**src/rtl/spi_controller.sv**
```systemverilog
`timescale 1ns/1ps
// spi_controller: mode-0 SPI controller; sends TX_LENGTH bits LSB-first on COPI,
// then shifts RX_LENGTH bits in from CIPO, starting RX_OFFSET SCK edges after the last TX edge.
// Ports: clk, rst (synchronous, active-low) | start, tx_data -> request
//        busy, done, rx_data -> status/result | SCK, CS, COPI, CIPO -> serial bus
module spi_controller #(
   parameter int CLK_DIV   = 2,
   parameter int TX_LENGTH = 8,
   parameter int RX_LENGTH = 8,
   parameter int RX_OFFSET = 2
) (
   input  logic                 clk,
   input  logic                 rst,
   input  logic                 start,
   input  logic [TX_LENGTH-1:0] tx_data,
   output logic                 busy,
   output logic                 done,
   output logic [RX_LENGTH-1:0] rx_data,
   output logic                 SCK,
   output logic                 CS,
   output logic                 COPI,
   input  logic                 CIPO
);

   localparam int N        = TX_LENGTH + RX_OFFSET + RX_LENGTH - 1;
   localparam int CW       = $clog2(N + 1);
   localparam int DW       = $clog2(CLK_DIV + 1);
   localparam int FIRST_RX = TX_LENGTH + RX_OFFSET;

   typedef enum logic [2:0] {IDLE, SETUP, HIGH, LOW, HOLD, GAP} state_t;

   state_t               state;
   logic [DW-1:0]        div_cnt;
   logic [CW-1:0]        edge_cnt;
   logic [TX_LENGTH-1:0] tx_shift;
   logic [TX_LENGTH-1:0] tx_next;
   logic [RX_LENGTH-1:0] rx_shift;
   logic [RX_LENGTH-1:0] rx_next;
   logic                 phase_end;

   // Zeros shift in behind the TX word, so COPI falls to 0 once it is sent.
   always_comb begin
      tx_next = tx_shift >> 1;
      rx_next = rx_shift >> 1;
      rx_next[RX_LENGTH-1] = CIPO;
   end

   assign phase_end = (div_cnt == DW'(CLK_DIV - 1));

   always_ff @(posedge clk) begin
      if (!rst) begin
         state    <= IDLE;
         div_cnt  <= '0;
         edge_cnt <= '0;
         tx_shift <= '0;
         rx_shift <= '0;
         rx_data  <= '0;
         busy     <= 1'b0;
         done     <= 1'b0;
         SCK      <= 1'b0;
         CS       <= 1'b1;
         COPI     <= 1'b0;
      end else begin
         done <= 1'b0;
         if (state == IDLE) begin
            div_cnt  <= '0;
            edge_cnt <= '0;
            if (start) begin
               state    <= SETUP;
               tx_shift <= tx_data;
               COPI     <= tx_data[0];
               CS       <= 1'b0;
               SCK      <= 1'b0;
               busy     <= 1'b1;
            end
         end else if (!phase_end) begin
            div_cnt <= div_cnt + 1'b1;
         end else begin
            div_cnt <= '0;
            unique case (state)
               SETUP, LOW: begin
                  if (state == LOW && edge_cnt == CW'(N)) begin
                     state <= HOLD;
                  end else begin
                     // Rising edge number edge_cnt+1; CIPO is sampled on this edge.
                     state    <= HIGH;
                     SCK      <= 1'b1;
                     edge_cnt <= edge_cnt + 1'b1;
                     if (edge_cnt >= CW'(FIRST_RX - 1))
                        rx_shift <= rx_next;
                  end
               end
               HIGH: begin
                  state    <= LOW;
                  SCK      <= 1'b0;
                  tx_shift <= tx_next;
                  COPI     <= tx_next[0];
               end
               HOLD: begin
                  state <= GAP;
                  CS    <= 1'b1;
               end
               GAP: begin
                  state   <= IDLE;
                  busy    <= 1'b0;
                  done    <= 1'b1;
                  rx_data <= rx_shift;
               end
               default: state <= IDLE;
            endcase
         end
      end
   end

endmodule

```
**config.mk**
```make
export PLATFORM = sky130hd
export DESIGN_NAME = spi_controller
export DESIGN_NICKNAME = d
export VERILOG_FILES = /design/src/rtl/spi_controller.sv
export SDC_FILE = /design/constraint.sdc
export NUM_CORES = 1
export LEC_CHECK = 0
export CORE_MARGIN = 1.5
export CORE_UTILIZATION = 45
export DETAILED_ROUTE_END_ITERATION = 16
export PLACE_DENSITY = 0.77
export REMOVE_ABC_BUFFERS = 1
export SLEW_MARGIN = 0
export SYNTH_ARGS = -nofsm -noshare
export SYNTH_HDL_FRONTEND = slang
export SYNTH_SLANG_ARGS = --single-unit
```
**constraint.sdc**
```tcl
create_clock -name clk -period 1.9 [get_ports clk]
set_input_delay 0.285 -clock clk [delete_from_list [all_inputs] [get_ports clk]]
set_output_delay 0.285 -clock clk [all_outputs]
set_load 0.02 [all_outputs]
```
==> flow_summary.html <==
<table>
<tr><th>Metric</th><th>Value</th></tr>
<tr><th colspan="2">Synthesis</th></tr>
<tr><td>Distinct cells, synth</td><td>37</td></tr>
<tr><td>Number of standard cells after synthesis</td><td>~170</td></tr>
<tr><td>Share of the yosys chip area belonging to registers</td><td>46.59%</td></tr>
<tr><td>Warnings, synthesis</td><td>0</td></tr>
<tr><td>Netlist area before placement</td><td>0.001633 mm^2</td></tr>
<tr><td>Register bit total from synthesis</td><td>38</td></tr>
<tr><td>Syn_area_per_cell</td><td>slightly below 10 um^2</td></tr>
<tr><th colspan="2">Pwr</th></tr>
<tr><td>Sequential group share of total power</td><td>between 40% and 50%</td></tr>
<tr><td>Combinational power share</td><td>a little over a tenth</td></tr>
<tr><td>Internal power</td><td>1.331 mW</td></tr>
<tr><td>Overall power of the completed layout</td><td>1.725 mW</td></tr>
<tr><td>Switching share of power</td><td>22.87%</td></tr>
<tr><td>Peak supply drop</td><td>~500 uV</td></tr>
<tr><td>Switching power summed over all nets</td><td>0.3945 mW</td></tr>
<tr><td>Clock group share of total power</td><td>slightly above 40%</td></tr>
<tr><td>Static Leak</td><td>0.8846 nW</td></tr>
<tr><td>Pwr per Cell Area</td><td>around 840 mW/mm^2</td></tr>
<tr><th colspan="2">Setup path</th></tr>
<tr><td>Slowest stage cell on the critical path</td><td>sky130_fd_sc_hd__nor3b_4</td></tr>
<tr><td>Crit path max-delay family</td><td>simple AND/OR/NAND/NOR gates</td></tr>
<tr><td>Critical path peak fanout</td><td>11</td></tr>
<tr><td>Crit end category</td><td>register</td></tr>
<tr><td>Most frequent cell on the critical path</td><td>sky130_fd_sc_hd__nand2_1</td></tr>
<tr><td>Data required time of the worst path</td><td>around 2.2 ns</td></tr>
<tr><td>Buffers &amp; Inverters on Critical Path</td><td>0</td></tr>
<tr><td>Arrival @ worst endpoint</td><td>about 2.0 ns</td></tr>
<tr><td>Crit Path Class</td><td>register to register</td></tr>
<tr><td>CP max stage delay</td><td>around 0.40 ns</td></tr>
<tr><td>Worst path cell trace</td><td>ha_1 -&gt; nand2_1 -&gt; nor3b_4 -&gt; nand2_1 -&gt; a21boi_0</td></tr>
<tr><td>Startpoint types</td><td>register</td></tr>
<tr><th colspan="2">Routing</th></tr>
<tr><td>Pre-Repair DR Iteration Count</td><td>4</td></tr>
<tr><td>Via-to-Cell Ratio</td><td>5.340</td></tr>
<tr><td># DRC</td><td>0</td></tr>
<tr><td>Post-Route WL</td><td>3290 um</td></tr>
<tr><td>Antenna Violating Nets Remaining</td><td>0</td></tr>
<tr><td>Average routed wire per standard cell</td><td>between 10 and 15 um</td></tr>
<tr><td>Total number of vias</td><td>between 1000 and 1500</td></tr>
<tr><td>Initial drt markers</td><td>29</td></tr>
<tr><th colspan="2">STA</th></tr>
<tr><td>Number of max-slew violations in the final report</td><td>0</td></tr>
<tr><td>Post-route setup TNS</td><td>0 ns</td></tr>
<tr><td>Unrepaired setup endpoints after global routing</td><td>no</td></tr>
<tr><td>Setup Viol. Count Final</td><td>0</td></tr>
<tr><td>Setup slack after layout</td><td>0.1945 ns</td></tr>
<tr><td>Final hold viol count</td><td>0</td></tr>
<tr><td>Worst-margin pin slew</td><td>approximately 0.4 ns</td></tr>
<tr><td>Slew Limit Headroom</td><td>between 70% and 80%</td></tr>
<tr><td>Max Clk Rate</td><td>between 500 and 600 MHz</td></tr>
<tr><td>Final clock skew</td><td>around 0.0096 ns</td></tr>
<tr><td>Shortest clock period the worst path allows after layout</td><td>1.706 ns</td></tr>
<tr><td>Crit share post-route</td><td>roughly nine tenths</td></tr>
<tr><th colspan="2">Clock network</th></tr>
<tr><td>Deepest clock path buffer count</td><td>2</td></tr>
<tr><td>Hold Buf Count CTS</td><td>0</td></tr>
<tr><td>Post-CTS setup buffers</td><td>0</td></tr>
<tr><td>TritonCTS clock tree</td><td>done</td></tr>
<tr><td>CTS Root Buffer Type</td><td>sky130_fd_sc_hd__clkbuf_4</td></tr>
<tr><td>Insertion delay to the later sink of the worst-skew pair</td><td>~0.36 ns</td></tr>
<tr><td>CTS buffer count</td><td>5</td></tr>
<tr><td>Post-cts resize count</td><td>0</td></tr>
<tr><td>Clock sinks</td><td>38</td></tr>
<tr><td>Clock-pin slew of the registers on the worst-case setup and hold paths</td><td>0.12 ns</td></tr>
<tr><td>Clock H-tree levels</td><td>2</td></tr>
<tr><th colspan="2">GRT</th></tr>
<tr><td>Largest net degree at the start of global routing</td><td>19</td></tr>
<tr><td>Number of antenna violations at the first check in global routing</td><td>0</td></tr>
<tr><td>Overall global routing resource usage</td><td>approximately 18%</td></tr>
<tr><td>First-pass GRT wire length</td><td>5644 um</td></tr>
<tr><td>GR Overflow Total</td><td>0</td></tr>
<tr><td>Vias in the first global route</td><td>about 1200</td></tr>
<tr><th colspan="2">Die</th></tr>
<tr><td>Height of the die</td><td>between 60 and 70 um</td></tr>
<tr><td>Die extent in x</td><td>about 63 um</td></tr>
<tr><td>Starting density of the core</td><td>between 40% and 50%</td></tr>
<tr><td>Die ar.</td><td>0.003999 mm^2</td></tr>
<tr><td>Std-Cell Core Area</td><td>approximately 0.0034 mm^2</td></tr>
<tr><td>I/O pins</td><td>25</td></tr>
<tr><td>Site row count</td><td>21</td></tr>
<tr><th colspan="2">Final layout</th></tr>
<tr><td>Finished Core Util</td><td>between 50% and 60%</td></tr>
<tr><td>Number of nets at the end of the flow</td><td>approximately 210</td></tr>
<tr><td>Non-Filler Instances</td><td>roughly 240</td></tr>
<tr><td>Multi-input combinational cell area</td><td>between 800 and 900 um^2</td></tr>
<tr><td>Antenna Cells</td><td>0</td></tr>
<tr><td>Footprint of the flip-flops and latches</td><td>approximately 760 um^2</td></tr>
<tr><td>Filler Cell Count</td><td>300</td></tr>
<tr><td>Layout cell share with drive strength beyond 1</td><td>10.61%</td></tr>
<tr><td>Area growth, synth to finish</td><td>25.13%</td></tr>
<tr><th colspan="2">Worst hold path</th></tr>
<tr><td>Min-Delay Path Class</td><td>register to register</td></tr>
<tr><th colspan="2">Placed design</th></tr>
<tr><td>Final GP Congestion</td><td>0.7891</td></tr>
<tr><td>Post-detailed-placement half-perimeter wirelength</td><td>2283 um</td></tr>
<tr><td>Count of buffers from port buffering</td><td>24</td></tr>
<tr><td>Number of cells after detailed placement</td><td>roughly 240</td></tr>
<tr><td>Pre-CTS setup slack</td><td>around 0.23 ns</td></tr>
<tr><th colspan="2">Status</th></tr>
<tr><td>Status</td><td>finished clean</td></tr>
<tr><th colspan="2">Run</th></tr>
<tr><td>Number of maximum-capacitance violations</td><td>0</td></tr>
</table>
==> final timing paths <==
check              from    endpoint  slack, ns  depth (start not counted)
max          div_cnt[0]  rx_data[6]       0.19                          5
max reg2reg  div_cnt[0]  rx_data[6]       0.19                          5
min          div_cnt[0]  div_cnt[0]       0.44                          1
min reg2reg  div_cnt[0]  div_cnt[0]       0.44                          1
==> kinds of logic after synthesis <==
family	after synthesis	synth area share [%]
flops	38	46.59
compound gates	32	16.55
xor+xnor	4	2.146
simple gates	61	18.24
fa+ha+maj	3	2.299
buf+inv	13	3.754
mux	17	10.42
==> registers in the layout, summed over array words and instances (netlist names) <==
signal	cells
tx_shift	8
busy	1
CS	1
edge_cnt	5
div_cnt	2
rx_data	8
rx_shift	8
state	3
SCK	1
done	1
==> stage by stage <==
stage                     hold WS [ns]  cell area, um^2
final                           0.4363             2043
after global routing            0.4725             2043
after CTS                       0.4443             2043
after detailed placement        0.4273             1937
after global placement          0.4153             1937
after floorplan                 0.3612             1587
==> synthesized netlist by cell type <==
cell type                   count  share of area (%)
sky130_fd_sc_hd__a211oi_1       1               0.46
sky130_fd_sc_hd__a21boi_0       8                3.7
sky130_fd_sc_hd__a21oi_1        2               0.61
sky130_fd_sc_hd__a22oi_1        2               0.92
sky130_fd_sc_hd__a31oi_1        1               0.38
sky130_fd_sc_hd__a32oi_1        1               0.54
sky130_fd_sc_hd__and2_1         1               0.38
sky130_fd_sc_hd__and3_1         1               0.38
sky130_fd_sc_hd__and3b_1        1               0.54
sky130_fd_sc_hd__and4b_1        1               0.61
sky130_fd_sc_hd__buf_2          4                1.2
sky130_fd_sc_hd__buf_4          2               0.92
sky130_fd_sc_hd__clkbuf_1       3               0.69
sky130_fd_sc_hd__dfxtp_1       38                 47
sky130_fd_sc_hd__ha_1           3                2.3
sky130_fd_sc_hd__inv_1          4               0.92
sky130_fd_sc_hd__mux2i_1       17                 10
sky130_fd_sc_hd__nand2_1       34                7.8
sky130_fd_sc_hd__nand2b_1       1               0.38
sky130_fd_sc_hd__nand3_1        2               0.61
sky130_fd_sc_hd__nand4_1        2               0.77
sky130_fd_sc_hd__nor2_1         7                1.6
sky130_fd_sc_hd__nor2b_1        3                1.1
sky130_fd_sc_hd__nor3_1         4                1.2
sky130_fd_sc_hd__nor3_2         2                1.2
sky130_fd_sc_hd__nor3b_4        1                1.1
sky130_fd_sc_hd__o211a_1        8                4.9
sky130_fd_sc_hd__o21ai_0        3               0.92
sky130_fd_sc_hd__o21ai_4        1                1.0
sky130_fd_sc_hd__o221a_2        1               0.69
sky130_fd_sc_hd__o2bb2ai_1      1               0.54
sky130_fd_sc_hd__o311a_1        1               0.61
sky130_fd_sc_hd__o31a_2         1               0.61
sky130_fd_sc_hd__o41a_1         1               0.69
sky130_fd_sc_hd__or3_1          1               0.38
sky130_fd_sc_hd__xnor2_1        2                1.1
sky130_fd_sc_hd__xor2_1         2                1.1
==> layer usage <==
metal	vias up	share of wire (%)	track usage (%)
li1	651	-	-
met1	616	44	20.34
met2	30	49	31.12
met3	6	4.6	5.893
met4	0	1.8	6.793
met5	-	0	0
==> power groups by stage <==
stage	combinational [mW]	sequential, mW	clock [mW]
after floorplan	0.0932	0.870	0
after global placement	0.174	0.862	0
after detailed placement	0.178	0.865	0
after CTS	0.181	0.847	0.710
after global routing	0.197	0.852	0.743
final	0.180	0.848	0.697
==> cell usage in the layout, fill, tap and decap left out, drive strengths merged, types with 2 or more instances in the layout <==
| cell type | count |
|---|---|
| a21boi | 8 |
| a21oi | 2 |
| a22oi | 2 |
| buf | 7 |
| bufinv | 2 |
| clkbuf | 5 |
| clkdlybuf4s50 | 24 |
| dfxtp | 38 |
| ha | 3 |
| inv | 4 |
| mux2i | 17 |
| nand2 | 34 |
| nand3 | 2 |
| nand4 | 2 |
| nor2 | 7 |
| nor2b | 3 |
| nor3 | 6 |
| o211a | 8 |
| o21ai | 4 |
| xnor2 | 2 |
| xor2 | 2 |
==> cell type report <==
class                   count  share of cell area (%)
well taps                  46                   2.817
flip-flops and latches     38                   37.23
clock buffers               5                   1.837
inverters                   4                  0.7348
repair buffers             31                   14.33
clock inverters             3                   3.368
multi-input cells         117                   39.68
Note: power is estimated with default switching activity, not from simulation.
